File: src/rtl/tt_pad_pkg.sv
// rtl/tt_pad_pkg.sv - shared pad configuration constants and loader state encoding
package tt_pad_pkg;

    localparam int TT_PAD_CFG_W = 16;

    localparam logic [15:0] TT_PAD_NC       = 16'h0000;
    localparam logic [15:0] TT_PAD_IN       = 16'h0001;
    localparam logic [15:0] TT_PAD_OUT      = 16'h0002;
    localparam logic [15:0] TT_PAD_INOUT    = 16'h0003;
    localparam logic [15:0] TT_PAD_ANALOG   = 16'h0004;
    localparam logic [15:0] TT_PAD_PWR_CORE = 16'h0010;
    localparam logic [15:0] TT_PAD_GND_CORE = 16'h0011;
    localparam logic [15:0] TT_PAD_PWR_IO   = 16'h0012;
    localparam logic [15:0] TT_PAD_GND_IO   = 16'h0013;

    typedef enum logic [2:0] {
        ST_IDLE,
        ST_FETCH,
        ST_LOAD,
        ST_SHIFT,
        ST_LATCH
    } tt_pad_state_e;

endpackage

File: src/rtl/tt_pad_cfg_shreg.sv
// rtl/tt_pad_cfg_shreg.sv - one config word shift register with bit-period divider
module tt_pad_cfg_shreg
    import tt_pad_pkg::*;
#(
    parameter int CFG_W     = TT_PAD_CFG_W,
    parameter int SHIFT_DIV = 1
) (
    input  logic             clk,
    input  logic             rst,
    input  logic             load,
    input  logic [CFG_W-1:0] load_data,
    input  logic             en,
    output logic             sdo,
    output logic             shift,
    output logic             word_done
);

    localparam int DIV_W = (SHIFT_DIV > 1) ? $clog2(SHIFT_DIV) : 1;
    localparam int BIT_W = $clog2(CFG_W + 1);

    logic [CFG_W-1:0] sreg_q, sreg_d;
    logic [DIV_W-1:0] div_cnt_q, div_cnt_d;
    logic [BIT_W-1:0] bit_cnt_q, bit_cnt_d;

    always_ff @(posedge clk or posedge rst) begin
        if (rst) begin
            sreg_q    <= '0;
            div_cnt_q <= '0;
            bit_cnt_q <= '0;
        end else begin
            sreg_q    <= sreg_d;
            div_cnt_q <= div_cnt_d;
            bit_cnt_q <= bit_cnt_d;
        end
    end

    // The shift pulse lands on the last cycle of each bit period, so sdo is held for the whole period.
    always_comb begin
        sreg_d    = sreg_q;
        div_cnt_d = div_cnt_q;
        bit_cnt_d = bit_cnt_q;
        shift     = en && (div_cnt_q == DIV_W'(SHIFT_DIV - 1));
        word_done = shift && (bit_cnt_q == BIT_W'(CFG_W - 1));
        sdo       = en & sreg_q[CFG_W-1];
        if (load) begin
            sreg_d    = load_data;
            div_cnt_d = '0;
            bit_cnt_d = '0;
        end else if (en) begin
            if (shift) begin
                div_cnt_d = '0;
                sreg_d    = {sreg_q[CFG_W-2:0], 1'b0};
                bit_cnt_d = bit_cnt_q + 1'b1;
            end else begin
                div_cnt_d = div_cnt_q + 1'b1;
            end
        end
    end

endmodule

File: src/rtl/tt_pad_cfg_loader.sv
// rtl/tt_pad_cfg_loader.sv - sequences per-pad config words into the pad ring serial chain
module tt_pad_cfg_loader
    import tt_pad_pkg::*;
#(
    parameter int N_PADS     = 64,
    parameter int CFG_W      = TT_PAD_CFG_W,
    parameter int SHIFT_DIV  = 1,
    parameter int AUTO_START = 1
) (
    input  logic                      clk,
    input  logic                      rst,
    input  logic                      start,
    output logic [$clog2(N_PADS)-1:0] cfg_addr,
    output logic                      cfg_rd,
    input  logic [CFG_W-1:0]          cfg_data,
    output logic                      pcfg_sdo,
    output logic                      pcfg_shift,
    output logic                      pcfg_latch,
    output logic                      busy,
    output logic                      cfg_valid
);

    localparam int AW = $clog2(N_PADS);
    localparam logic [AW-1:0] LAST_PAD = AW'(N_PADS - 1);

    tt_pad_state_e state_q, state_d;
    logic [AW-1:0] pad_idx_q, pad_idx_d;
    logic          pending_q, pending_d;
    logic          first_q, first_d;
    logic          valid_q, valid_d;
    logic          sh_load, sh_en, word_done;

    tt_pad_cfg_shreg #(
        .CFG_W    (CFG_W),
        .SHIFT_DIV(SHIFT_DIV)
    ) u_shreg (
        .clk      (clk),
        .rst      (rst),
        .load     (sh_load),
        .load_data(cfg_data),
        .en       (sh_en),
        .sdo      (pcfg_sdo),
        .shift    (pcfg_shift),
        .word_done(word_done)
    );

    // first_q marks the first cycle out of reset so AUTO_START fires exactly once per reset.
    always_ff @(posedge clk or posedge rst) begin
        if (rst) begin
            state_q   <= ST_IDLE;
            pad_idx_q <= '0;
            pending_q <= 1'b0;
            first_q   <= 1'b1;
            valid_q   <= 1'b0;
        end else begin
            state_q   <= state_d;
            pad_idx_q <= pad_idx_d;
            pending_q <= pending_d;
            first_q   <= first_d;
            valid_q   <= valid_d;
        end
    end

    // cfg_valid rises together with pcfg_latch and drops on the FETCH of the top pad.
    always_comb begin
        state_d    = state_q;
        pad_idx_d  = pad_idx_q;
        pending_d  = pending_q;
        first_d    = 1'b0;
        valid_d    = valid_q;
        cfg_rd     = 1'b0;
        pcfg_latch = 1'b0;
        sh_load    = 1'b0;
        sh_en      = 1'b0;
        if (state_q != ST_IDLE) begin
            pending_d = pending_q | start;
        end
        case (state_q)
            ST_IDLE: begin
                if (start || ((AUTO_START != 0) && first_q)) begin
                    state_d   = ST_FETCH;
                    pad_idx_d = LAST_PAD;
                    valid_d   = 1'b0;
                end
            end
            ST_FETCH: begin
                cfg_rd  = 1'b1;
                state_d = ST_LOAD;
            end
            ST_LOAD: begin
                sh_load = 1'b1;
                state_d = ST_SHIFT;
            end
            ST_SHIFT: begin
                sh_en = 1'b1;
                if (word_done) begin
                    if (pad_idx_q == '0) begin
                        state_d = ST_LATCH;
                        valid_d = 1'b1;
                    end else begin
                        pad_idx_d = pad_idx_q - 1'b1;
                        state_d   = ST_FETCH;
                    end
                end
            end
            ST_LATCH: begin
                pcfg_latch = 1'b1;
                pending_d  = 1'b0;
                if (pending_q || start) begin
                    state_d   = ST_FETCH;
                    pad_idx_d = LAST_PAD;
                    valid_d   = 1'b0;
                end else begin
                    state_d = ST_IDLE;
                end
            end
            default: state_d = ST_IDLE;
        endcase
    end

    assign cfg_addr  = pad_idx_q;
    assign busy      = (state_q != ST_IDLE);
    assign cfg_valid = valid_q;

endmodule

File: config.mk
export PLATFORM = sky130hd
export DESIGN_NAME = tt_pad_cfg_loader
export DESIGN_NICKNAME = d
export VERILOG_FILES = /design/src/rtl/tt_pad_pkg.sv /design/src/rtl/tt_pad_cfg_shreg.sv /design/src/rtl/tt_pad_cfg_loader.sv
export SDC_FILE = /design/constraint.sdc
export NUM_CORES = 1
export LEC_CHECK = 0
export CORE_MARGIN = 3
export CORE_UTILIZATION = 35
export CTS_BUF_LIST = sky130_fd_sc_hd__clkbuf_16
export DETAILED_ROUTE_END_ITERATION = 10
export DONT_BUFFER_PORTS = 1
export PLACE_DENSITY = 0.59
export SYNTH_ARGS = -nofsm -noshare
export SYNTH_HDL_FRONTEND = slang
export SYNTH_HIERARCHICAL = 1
export SYNTH_SLANG_ARGS = --single-unit
File: constraint.sdc
create_clock -name clk -period 2.1 [get_ports clk]
set_input_delay 0.105 -clock clk [delete_from_list [all_inputs] [get_ports clk]]
set_output_delay 0.105 -clock clk [all_outputs]
set_load 0.005 [all_outputs]
==> metrics.md <==
| Metric | Value |
|---|---|
| Routed wire length | `roughly 3400 microns` |
| CTS tree | `built` |
| Layout fillers | `468` |
| Peak VDD IR | `0.0005305 V` |
| CTS buffer count | `5` |
| Initial antenna violation count | `0` |
| Minimum clock period | `approximately 1.9 ns` |
| Crit path required time | `2.24 ns` |
| Initial core utilization | `0.3709` |
| Mapped Cells | `175` |
| #FFs+latches synth | `34` |
| Die height | `77.45 microns` |
| Fraction of final layout cells sized beyond drive strength 1 | `0.1276` |
| Leak | `0.9181 nW` |
| Max Freq | `513.3 MHz` |
| H-tree depth | `2` |
| Tot GR Track Use | `0.1305` |
| FP Rows | `25` |
| Netlist Area Pre-Place | `1787 sq um` |
| GPL Wtd Cong | `0.8421` |
| First drt pass iteration count | `4` |
| Io pins | `31` |
| Status | `finished, final reports clean` |
| Area of the multi-input gates | `~800 sq um` |
| Placed standard-cell area | `1842 sq um` |
| Wire per inst | `about 13 microns` |
| Die Wd | `roughly 77 microns` |
| DP HPWL | `2496 microns` |
| Register area | `between 800 and 900 sq um` |
| Crit-path cells | `nand3b_2 > inv_2 > nand2b_1 > inv_2 > and2_1 > buf_4 > o311ai_2 > o41ai_1 > o31ai_2` |
| Clock Skew | `0.005151 ns` |
| Worst Setup Path Type | `register to register` |
| Period utilization | `0.9277` |
| Hold path endpoint | `state_q[0]$_DFFE_PP0P_` |
| Worst-Margin Slew | `roughly 0.79 ns` |
| CTS clk-pin slew, worst paths | `around 0.050 ns` |
| Crit-path slowest cell | `dfrtp_1` |
| Yosys cell types | `43` |
| Worst slew margin | `0.4731` |
| IO Port Bufs | `0` |
| DIE AREA | `5999 sq um` |
| Final Net Count | `219` |
| Reg-to-Reg Start | `state_q[2]$_DFFE_PP0P_` |
| Total gr overflow | `0` |
| Min-Delay Startpoint | `start` |
| Worst-Skew Late Latency | `0.27 ns` |
| Register area share after synthesis | `0.4769` |
| Ys Warns | `6` |
| Worst R2R Setup Slack | `0.15 ns` |
| Antenna Cells | `0` |
| Commonest non-fill, non-tap cell in the layout | `dfrtp_1` |
| Final Hold Fails | `0` |
| Slew Viols, Final | `0` |
| Setup violations, final | `0` |
| Placed Cells incl. Taps | `239` |
| Via/cell ratio | `between 4 and 5` |
| Clk buf depth | `2` |
| Setup TNS Final | `0 ns` |
| Worst setup SP type | `register` |
| Reg2Reg Depth | `9` |
| Min-Delay Path Depth | `4` |
| Total power | `0.002223 W` |
| HP Class | `input pin to register` |
| FF-to-FF End | `cfg_addr[3]$_DFFE_PP0P_` |
| Antenna-violating nets left | `0` |
| Syn_nets | `197` |
| Critical-path maximum fanout | `7` |
| Vias in the first global route | `1365` |
| Pwr per Cell Area | `1033 nW/um^2` |
| Most used cell, CP | `inv_2` |
| Commonest non-fill, non-tap cells in the layout | `33 x dfrtp_1, 21 x nand2_1, 18 x dlygate4sd3_1, 15 x mux2i_1, 14 x o21ai_0` |
| CORE AREA | `4817 sq um` |
| Worst path bufs/invs | `3` |
| CTS sink cnt | `34` |
| Vias after detailed routing | `1303` |
| Initial DRC Count | `71` |
| Pin count of the biggest net entering global routing | `39` |
| Max Cap Viol | `0` |
| Fin cells | `263` |
| Clk root buf | `clkbuf_16` |
| Detailed-route DRC error count | `0` |
| Worst Path Arrival | `2.08 ns` |
| Post-route cell area | `2151 sq um` |
| Mean Syn Cell Area | `10.21 sq um` |
| Critical Path Max Stage Delay | `around 0.37 ns` |
| Area delta synth->final | `20.38%` |
| First-pass GRT wire length | `6230 microns` |
| Gate family responsible for the most delay along the worst path | `compound AO/OA/AOI/OAI gates` |
| Crit end category | `register` |
| Unrepaired setup endpoints after global routing | `no` |
==> worst max path at each step <==
stage,startpoint,endpoint,cells after the start
after floorplan,state_q[1]$_DFFE_PP0P_,cfg_addr[4]$_DFFE_PP0P_,12
after detailed placement,u_shreg/bit_cnt_q[0]$_DFFE_PP0P_,cfg_valid$_DFFE_PP0P_,8
final,state_q[2]$_DFFE_PP0P_,cfg_addr[3]$_DFFE_PP0P_,9
after CTS,u_shreg/bit_cnt_q[0]$_DFFE_PP0P_,cfg_valid$_DFFE_PP0P_,8
after global placement,u_shreg/bit_cnt_q[0]$_DFFE_PP0P_,cfg_valid$_DFFE_PP0P_,8
after global routing,u_shreg/bit_cnt_q[0]$_DFFE_PP0P_,cfg_valid$_DFFE_PP0P_,8
==> flip-flops by register name, indices dropped and copies added (netlist names) <==
| signal | cells |
|---|---|
| first_q | 1 |
| u_shreg/bit_cnt_q | 5 |
| u_shreg/div_cnt_q | 1 |
| cfg_addr | 6 |
| u_shreg/sreg_q | 16 |
| cfg_valid | 1 |
| pending_q | 1 |
| state_q | 3 |
==> layout make-up <==
class,count,share of cell area
sequential,34,0.3962
inverter,9,0.01571
clock inverter,1,0.001745
tap,67,0.03898
timing repair buffer,25,0.1082
clock buffer,5,0.05817
multi-input combinational,122,0.3810
==> per-layer routing <==
metal,track usage,part of all wire,wire [microns]
met4,0.03915,0.0058,20
met3,0.05800,0.061,208
met1,0.1527,0.43,1486
met2,0.2150,0.50,1710
met5,0,0,0
==> logic make-up after synthesis <==
| logic type | count (synthesis) | synth area share |
|---|---|---|
| fa+ha+maj | 3 | 0.02101 |
| other cells | 1 | 0.002099 |
| buf+inv | 19 | 0.06723 |
| xor+xnor | 3 | 0.01471 |
| flops | 34 | 0.4769 |
| mux | 15 | 0.08403 |
| simple gates | 57 | 0.1646 |
| compound gates | 43 | 0.1695 |
==> report_power, final <==
group	internal [W]	switching (W)
logic	0.000281	0.000329
clock network	0.000420	0.000237
registers	0.000829	0.000125
total	0.00153	0.000692
==> tightest hold or removal path: cells and delay by family <==
family           cells  cell delay, ns
AND/OR/NAND/NOR      3            0.29
AO/OA/AOI/OAI        1            0.10
==> repair_timing <==
action,CTS,global route
gates resized for setup,0,0
hold buffers,18,0
hold endpoints to repair,50,0
setup buffers,0,0
endpoints found under the setup margin,0,1
==> synth_stat cells (all sizes together) <==
cell type  count  area [sq um]
clkbuf         3         11.26
or3            2         12.51
a21o           3         30.02
nand2b         3         18.77
dfstp          1         26.28
or2            2         15.02
a41oi          1         8.760
o32ai          1         8.760
inv            9         33.79
or4            1         11.26
and3           2         12.51
conb           1         3.750
xnor2          1         8.760
nor3           4         20.02
o21ai         19         95.09
ha             3         37.54
nor3b          3         27.52
dfrtp         33         825.8
o311ai         1         16.27
nand4          1         6.260
buf            7         75.07
nand3b         3         26.27
nand3          1         5.000
o22a           2         17.52
and2           3         18.77
o31ai          5         47.54
nor2          11         41.29
xor2           2         17.52
o41ai          2         17.52
o21a           1         7.510
a21oi          7         46.30
mux2i         15         150.1
a211oi         1         7.510
nand2         21         78.83
==> metrics by stage <==
| stage | setup WS (ns) | hold WS (ns) | utilization |
|---|---|---|---|
| after CTS | 0.1175 | 0.2599 | 0.4465 |
| after global placement | 0.1976 | 0.02879 | 0.3823 |
| after global routing | 0.008686 | 0.2871 | 0.4465 |
| final | 0.1518 | 0.2674 | 0.4465 |
| after floorplan | 0.01543 | -0.03102 | - |
| after detailed placement | 0.1295 | 0.03956 | 0.3823 |
Note: power is estimated with default switching activity, not from simulation.
